--- src/rtl/id_inst_hold_buffer.sv ---
// IF/ID hold buffer between a synchronous-read instruction memory and decode.
// The memory output moves one cycle after its address, so a stalled decode
// slot keeps its own copy of the word. Empty slots present a NOP. A saturating
// counter records stalled decode cycles for debug.
module id_inst_hold_buffer #(
    parameter logic [31:0] NOP_INST = 32'h00000013,
    parameter int          CNT_W    = 16
) (
    input  logic             clk,
    input  logic             rst,
    input  logic             en,
    input  logic             clear,
    input  logic [31:0]      pc_f,
    input  logic             valid_f,
    input  logic [31:0]      imem_rdata,
    output logic [31:0]      inst_d,
    output logic [31:0]      pc_d,
    output logic             valid_d,
    output logic [CNT_W-1:0] stall_cnt
);

    logic [31:0] held_inst;
    logic        use_held;

    // A stalled decode slot: valid instruction, not flushed, not advancing.
    logic stall_edge;
    assign stall_edge = valid_d & ~clear & ~en;

    // Slot control: flush beats advance, advance beats hold.
    always_ff @(posedge clk) begin
        if (rst) begin
            pc_d      <= '0;
            valid_d   <= 1'b0;
            use_held  <= 1'b0;
            held_inst <= '0;
        end else if (clear) begin
            pc_d     <= '0;
            valid_d  <= 1'b0;
            use_held <= 1'b0;
        end else if (en) begin
            pc_d     <= pc_f;
            valid_d  <= valid_f;
            use_held <= 1'b0;
        end else if (!use_held) begin
            // First stalled edge: grab the live word before the RAM output
            // moves on; later stalled edges leave the copy alone.
            held_inst <= imem_rdata;
            use_held  <= 1'b1;
        end
    end

    // Saturating count of stalled decode cycles.
    always_ff @(posedge clk) begin
        if (rst) begin
            stall_cnt <= '0;
        end else if (stall_edge && !(&stall_cnt)) begin
            stall_cnt <= stall_cnt + CNT_W'(1);
        end
    end

    // Decode instruction: NOP when empty, held copy while stalled, else the
    // live memory word. Depends only on state and imem_rdata.
    always_comb begin
        inst_d = NOP_INST;
        if (valid_d) begin
            inst_d = use_held ? held_inst : imem_rdata;
        end
    end

endmodule
--- config.mk ---
export PLATFORM = sky130hd
export DESIGN_NAME = id_inst_hold_buffer
export DESIGN_NICKNAME = d
export VERILOG_FILES = /design/src/rtl/id_inst_hold_buffer.sv
export SDC_FILE = /design/constraint.sdc
export NUM_CORES = 1
export LEC_CHECK = 0
export ABC_AREA = 1
export CELL_PAD_IN_SITES_DETAIL_PLACEMENT = 0
export CELL_PAD_IN_SITES_GLOBAL_PLACEMENT = 1
export CORE_MARGIN = 1.5
export CORE_UTILIZATION = 32
export DETAILED_ROUTE_END_ITERATION = 10
export PLACE_DENSITY_LB_ADDON = 0.1
export SLEW_MARGIN = 20
export SYNTH_ARGS = -nofsm -noshare
export SYNTH_HDL_FRONTEND = slang
export SYNTH_SLANG_ARGS = --single-unit
--- constraint.sdc ---
create_clock -name clk -period 2.45 [get_ports clk]
set_input_delay 0.735 -clock clk [delete_from_list [all_inputs] [get_ports clk]]
set_output_delay 0.735 -clock clk [all_outputs]
set_load 0.1 [all_outputs]
# Word level (Yosys, flattened, before mapping)
# Cells that the tools add are included.
# Widths: inputs -> output; s select.
[op_classes]
order_cmp = 0
n_bitwise = 4
eq_ne = 0
n_div = 0
muxes = 3
n_reduce_logical = 5
shifts = 0
n_mul = 0
add_sub_neg = 1
[ops]
columns = ["op", "count"]
rows = [
  ["$mux 32", 2],
  ["$add 16x1->16 const B", 1],
  ["$reduce_and 16->1", 1],
  ["$and 1x1->1", 2],
  ["$not 1->1", 2],
  ["$reduce_and 2->1", 1],
  ["$reduce_or 2->1", 1],
  ["$logic_and 1x1->1", 1],
  ["$logic_not 1->1", 1],
  ["$mux 1", 1],
]
[totals]
latch_bits = 0
n_memories = 0
elab_cells = 18
input_bits = 69
out_inout_bits = 81
regBits = 82
mem_bits_rw = 0
mem_bits_ro = 0

# Depth between registers and ports, before layout
# Gate-level depths: netlist (run 1).
[depth]
word_depth = 4
depth_mapped = 10

# Worst setup path before layout (run 1)
# Ideal clock, no wire load.
[synth_path]
path_kind = "flip-flop to output port"
from = "register valid_d"
to = "output inst_d[11]"
required_time_ns = 1.715
path_stages_with_launch = 4
arrival_ns = 2.719
slack_ns = -1.004
cell_sequence = "dfxtp_1 > inv_1 > clkbuf_1 > nor2_1"
[synth_between]
elab_chain_cells = 1
[synth_rtl]
columns = ["item", "line", "rtl"]
rows = [
  ["start, declared", "18", "output logic valid_d,"],
  ["start signal, assigned", "42", "valid_d <= valid_f;"],
  ["$mux 32", "65", "if (valid_d) begin"],
  ["end, declared", "16", "output logic [31:0] inst_d,"],
]
# No other way between the ends.

# Final worst setup path (run 1)
[layout_path]
from = "input imem_rdata[21]"
to = "output inst_d[21]"
[layout_between]
elab_chain_cells = 2
[layout_rtl]
columns = ["item", "line", "rtl"]
rows = [
  ["start, declared", "15", "input logic [31:0] imem_rdata,"],
  ["$mux 32", "-", ""],
  ["$mux 32", "65", ""],
]
# No other way between the ends.

==> flow_summary.ini, run 1 <==
[run_status]
status = finished clean

[global_route]
first_global_vias = 3301
busiest_layer = met2
overflow = 0
antenna_found_initial = 0
use_met1 = 0.224
grt.met2_usage = 0.270
grt_start_max_net_pins = 41
grt_pass1_wl_mm = 16.0
grtUsageTotal = 0.174
use_met3 = 0.0496

[sta]
max_freq_mhz = 415
slew_violations = 0
setup_tns_ns = 0
skew_ns = 0.00741
tightest_slew_ns = 0.324
relSlewSlack = 0.778
hold_viol = 0
finalCritPeriodShare = 0.984
layout_setup_ws_ns = 0.0396
setup_viol = 0
rsz0062_at_grt = no
layout_min_cycle_time_ns = 2.41

[critical_path]
cpPeakStageDelay_ns = 0.41
worstPathMaxFanout = 2
worst_ep_arrival_time_ns = 1.68
critPathSlowestCell = clkdlybuf4s50_1
endpoint_kind = output pin
path_class = input port to output pin
required_ns = 1.71
crit_chain = clkdlybuf4s50_1, mux2i_1, nor2_4, buf_12
start_kind = input port

[synthesis]
ys_ff_latch = 82
yosysUniqueCellTypes = 29
synth_nets = 536
synth_flop_cell = dfxtp_1
async_flop_share = 0
synthCells = 466
syn_area_per_cell_um2 = 7.71
synth_seq_area_share = 0.457
yosys-top-cells-area = dfxtp_1, nand2_1, a21oi_1, mux2i_1, nor2_1
synth_area_mm2 = 0.00359
synth_warnings = 0
synth_top_area_share = 0.457
yosys.area.top_type = dfxtp_1
synth_enable_flop_cells = 0

[layout]
area_delta_synth_final_pct = 64.1
diodes = 0
finalNetCount = 678
drive_gt1_frac = 0.266
fillers = 1023

[detailed_routing]
dr.pass1.iters = 4
detail_route.wl_per_cell_um = 13.2
drtIter0Drc = 114
drc_errors = 0
vias = 3520
drtAntennaViolNets = 0
totalWireLength_mm = 9.95
viasPerCell = 4.67

[placement]
place_ws_ns = 0.0278
port_buffers = 149
gp_congestion = 0.777
dp.final_hpwl_mm = 7.08

[floorplanning]
die_y_um = 109
io_pins = 150
core_area_mm2 = 0.0109
die_w_um = 109
dieArea_mm2 = 0.0119
num_rows = 38
start_util = 0.330

[clock_tree]
postCtsSetupBuffers = 0
numClockSinks = 82
clk_latency_ns = 0.36
cts_tree = done
path_clk_slew_ns = 0.08
numCtsBuffers = 9
clockBufferDepth = 2
h-tree-depth = 3
root_buffer = clkbuf_8

[pwr]
p_per_area_mw_per_mm2 = 537
ir_drop_uv = 263
leakagePower_nw = 2.31

[job]
maxCapViolCount = 0

[worst_hold_path]
hold_class = flop to flop
[layout by cell type, fill, tap and decap left out, types with 5 or more instances in the layout]
cell type | netlist | routed
nor2_4 | 6 | 35
inv_1 | 16 | 15
clkbuf_8 | 0 | 9
mux2i_2 | 0 | 5
o21ai_0 | 37 | 37
buf_4 | 0 | 56
a21oi_1 | 71 | 71
nor2_1 | 58 | 29
buf_12 | 0 | 35
nand2_1 | 96 | 96
dfxtp_1 | 82 | 80
nand3_1 | 12 | 12
clkdlybuf4s50_1 | 0 | 68
mux2i_1 | 32 | 27
[synth_stat cells, types with 2 or more instances]
library cell  number
nand2_1           96
dfxtp_1           82
a21oi_1           71
nor2_1            58
o21ai_0           37
mux2i_1           32
inv_1             16
clkbuf_1          13
nand3_1           12
buf_2             11
nor2_4             6
nand2_2            4
nor2_2             4
buf_1              3
clkinv_1           2
inv_2              2
nand2_4            2
nand4_1            2
nor3_1             2
o21ai_1            2
[area by class of cell]
type / instances / area (um2) / area share
flip-flops and latches: 82 / 1650 / 0.279
well taps: 140 / 175 / 0.0297
multi-input cells: 336 / 1990 / 0.337
clock inverters: 6 / 82.6 / 0.0140
inverters: 20 / 75.1 / 0.0127
repair buffers: 159 / 1800 / 0.306
clock buffers: 10 / 128 / 0.0216
[metal layers]
layer,share of wire,up-vias
li1,-,1817
met1,0.47,1579
met2,0.44,112
met3,0.079,12
met4,0.016,0
met5,0,-
[timing repair]
action | in CTS | in global routing
gates resized for setup | 0 | 5
hold buffers | 0 | 0
endpoints found under the setup margin | 0 | 5
[power breakdown]
group	switching, mW	internal, mW
clock network	0.496	0.569
logic	0.429	0.255
registers	0.0285	1.39
[kinds of logic after synthesis]
kind of cell,share of synthesized area
buffers and inverters,0.0561
AND/OR/NAND/NOR,0.237
adder cells (fa/ha/maj),0.00348
flip-flops,0.457
XOR/XNOR,0.00244
multiplexers,0.0891
AO/OA/AOI/OAI,0.155
[per-stage QoR]
step / instance area [um2] / total power, mW / util / std cells / hold WS [ns]
after detailed placement: 5670 / 2.13 / 0.520 / 737 / 0.457
after floorplan: 3810 / 1.87 / - / 466 / 0.502
final: 5900 / 3.16 / 0.541 / 753 / 0.466
after CTS: 5880 / 3.21 / 0.540 / 753 / 0.470
after global placement: 5670 / 2.12 / 0.520 / 737 / 0.449
after global routing: 5900 / 3.30 / 0.541 / 753 / 0.488
[worst paths after layout]
kind	start	endpoint	slack, ns	cells past startpoint
max	imem_rdata[21]	inst_d[21]	0.04	4
min	pc_d[10]	pc_d[10]	0.47	2
max reg2reg	stall_cnt[0]	stall_cnt[14]	0.91	8
min reg2reg	pc_d[10]	pc_d[10]	0.47	2
[registers in the layout (all words and copies together) (netlist names)]
name       count
held_inst     32
pc_d          32
stall_cnt     16
use_held       1
valid_d        1
[worst max-delay path: cells and delay by family]
kind / cells / cell delay [ns]
buffers and inverters: 2 / 0.58
muxes: 1 / 0.28
and+or+nand+nor: 1 / 0.08
Power figures use the tool's default switching activity.
==> inputs of run 2 (changes only) <==
Settings changed: CORE_UTILIZATION 32 to 44, DONT_BUFFER_PORTS set to 1.
Clock period 2.45 ns to 2.6 ns, I/O delays scaled along.
==> flow_summary.ini, run 2 (synthesis gave the netlist of run 1 again) <==
[clock_tree]
clk_latency_ns = 0.35
postCtsSetupBuffers = 0
numCtsBuffers = 9
h-tree-depth = 3
numClockSinks = 82
cts_tree = done
ctsResizeCount = 0
clockBufferDepth = 2
path_clk_slew_ns = 0.08
hold_buffers = 0
root_buffer = clkbuf_8

[sta]
relSlewSlack = 0.722
layout_setup_ws_ns = 0.224
slew_violations = 0
rsz0062_at_grt = no
hold_viol = 0
setup_viol = 0
layout_min_cycle_time_ns = 2.38
setup_tns_ns = 0
finalCritPeriodShare = 0.914
skew_ns = 0.00910
tightest_slew_ns = 0.414
max_freq_mhz = 421

[detailed_routing]
detail_route.wl_per_cell_um = 14.3
viasPerCell = 5.14
drtIter0Drc = 90
drtAntennaViolNets = 0
totalWireLength_mm = 9.22
vias = 3313
dr.pass1.iters = 4
drc_errors = 0

[pwr]
leakagePower_nw = 2.00
p_per_area_mw_per_mm2 = 535
ir_drop_uv = 297

[floorplanning]
die_y_um = 93.4
num_rows = 32
io_pins = 150
die_w_um = 93.4
start_util = 0.460
dieArea_mm2 = 0.00872
core_area_mm2 = 0.00781

[run_status]
status = finished clean

[critical_path]
rr_startpoint = stall_cnt[5]
rr_worst_depth = 8
path_class = flop to output pin
required_ns = 1.82
reg2reg_to = stall_cnt[14]
critPathLaunch = use_held
crit_chain = buf_12, mux2i_1, nor2_4, buf_12
cpPeakStageDelay_ns = 0.40
endpoint = inst_d[5]
r2r_setup_slack_ns = 1.01
crit_top_cell = buf_12
worst_ep_arrival_time_ns = 1.60
start_kind = flop
critPathSlowestCell = mux2i_1
endpoint_kind = output pin
worstPathMaxFanout = 32

[global_route]
antenna_found_initial = 0
first_global_vias = 3209
grt_start_max_net_pins = 41
grt_pass1_wl_mm = 14.9
grtUsageTotal = 0.217
overflow = 0

[placement]
gp_congestion = 0.787
dpl_cell_area_mm2 = 0.00490
dp.final_hpwl_mm = 6.66
place_ws_ns = 0.499
port_buffers = 0

[worst_hold_path]
hold_class = flop to flop
hold_start = pc_d[14]

[job]
maxCapViolCount = 0

[layout]
finalNetCount = 607
top_regs = held_inst (32), pc_d (32), stall_cnt (16)
area_delta_synth_final_pct = 41.7
final_common_cell = nand2_1
drive_gt1_frac = 0.286
diodes = 0
stdcell_area_mm2 = 0.00509
mostFrequentLayoutCells = nand2_1, dfxtp_1, a21oi_1
[run 2: cell types whose count changed in the layout (fill, tap and decap cells not counted), sizes merged]
| cell | change |
|---|---|
| clkdlybuf4s50 | -68 |
| buf | -3 |
| bufinv | -2 |
| clkbuf | +1 |
| clkinvlp | +1 |
[run 2: through the flow]
step,instances,util,hold slack (ns),power (mW)
after floorplan,466,-,0.502,1.76
after detailed placement,628,0.628,0.462,1.89
after global routing,644,0.652,0.482,2.84
after CTS,644,0.652,0.468,2.76
after global placement,628,0.628,0.450,1.88
final,644,0.652,0.468,2.73
[run 2: final cells by class]
type	count	area (um2)
Fill cell	696	2710
Inverter	20	75.1
Tap cell	102	128
Timing Repair Buffer	88	1090
Clock buffer	11	153
Sequential cell	82	1650
Multi-Input combinational cell	336	1970
Clock inverter	5	37.5
[run 2: per-layer routing]
layer / GRT usage / routed length, um / share of wire
met1: 0.261 / 3860 / 0.42
met5: 0 / 0 / 0
met3: 0.0659 / 736 / 0.080
met2: 0.359 / 4430 / 0.48
met4: 0.0896 / 188 / 0.020
[run 2: worst min path at each step]
stage | cells past startpoint | slack (ns) | to
2_1_floorplan | 2 | 0.50 | held_inst[0]
5_1_grt | 1 | 0.48 | use_held
3_5_place_dp | 2 | 0.46 | pc_d[14]
6_report | 2 | 0.47 | pc_d[14]
4_1_cts | 1 | 0.47 | use_held
3_3_place_gp | 2 | 0.45 | pc_d[26]
[run 2: where the power goes]
group / leakage, nW / switching (mW) / internal [mW]
logic: 1.23 / 0.386 / 0.145
clock network: 0.0907 / 0.461 / 0.407
registers: 0.671 / 0.0216 / 1.31
total: 2.00 / 0.868 / 1.86
[run 2: worst max-delay path: cells and delay by family, from the launching register on]
kind          cells  cell delay, ns
buf+inv           2            0.41
flops             1            0.35
mux               1            0.40
simple gates      1            0.07
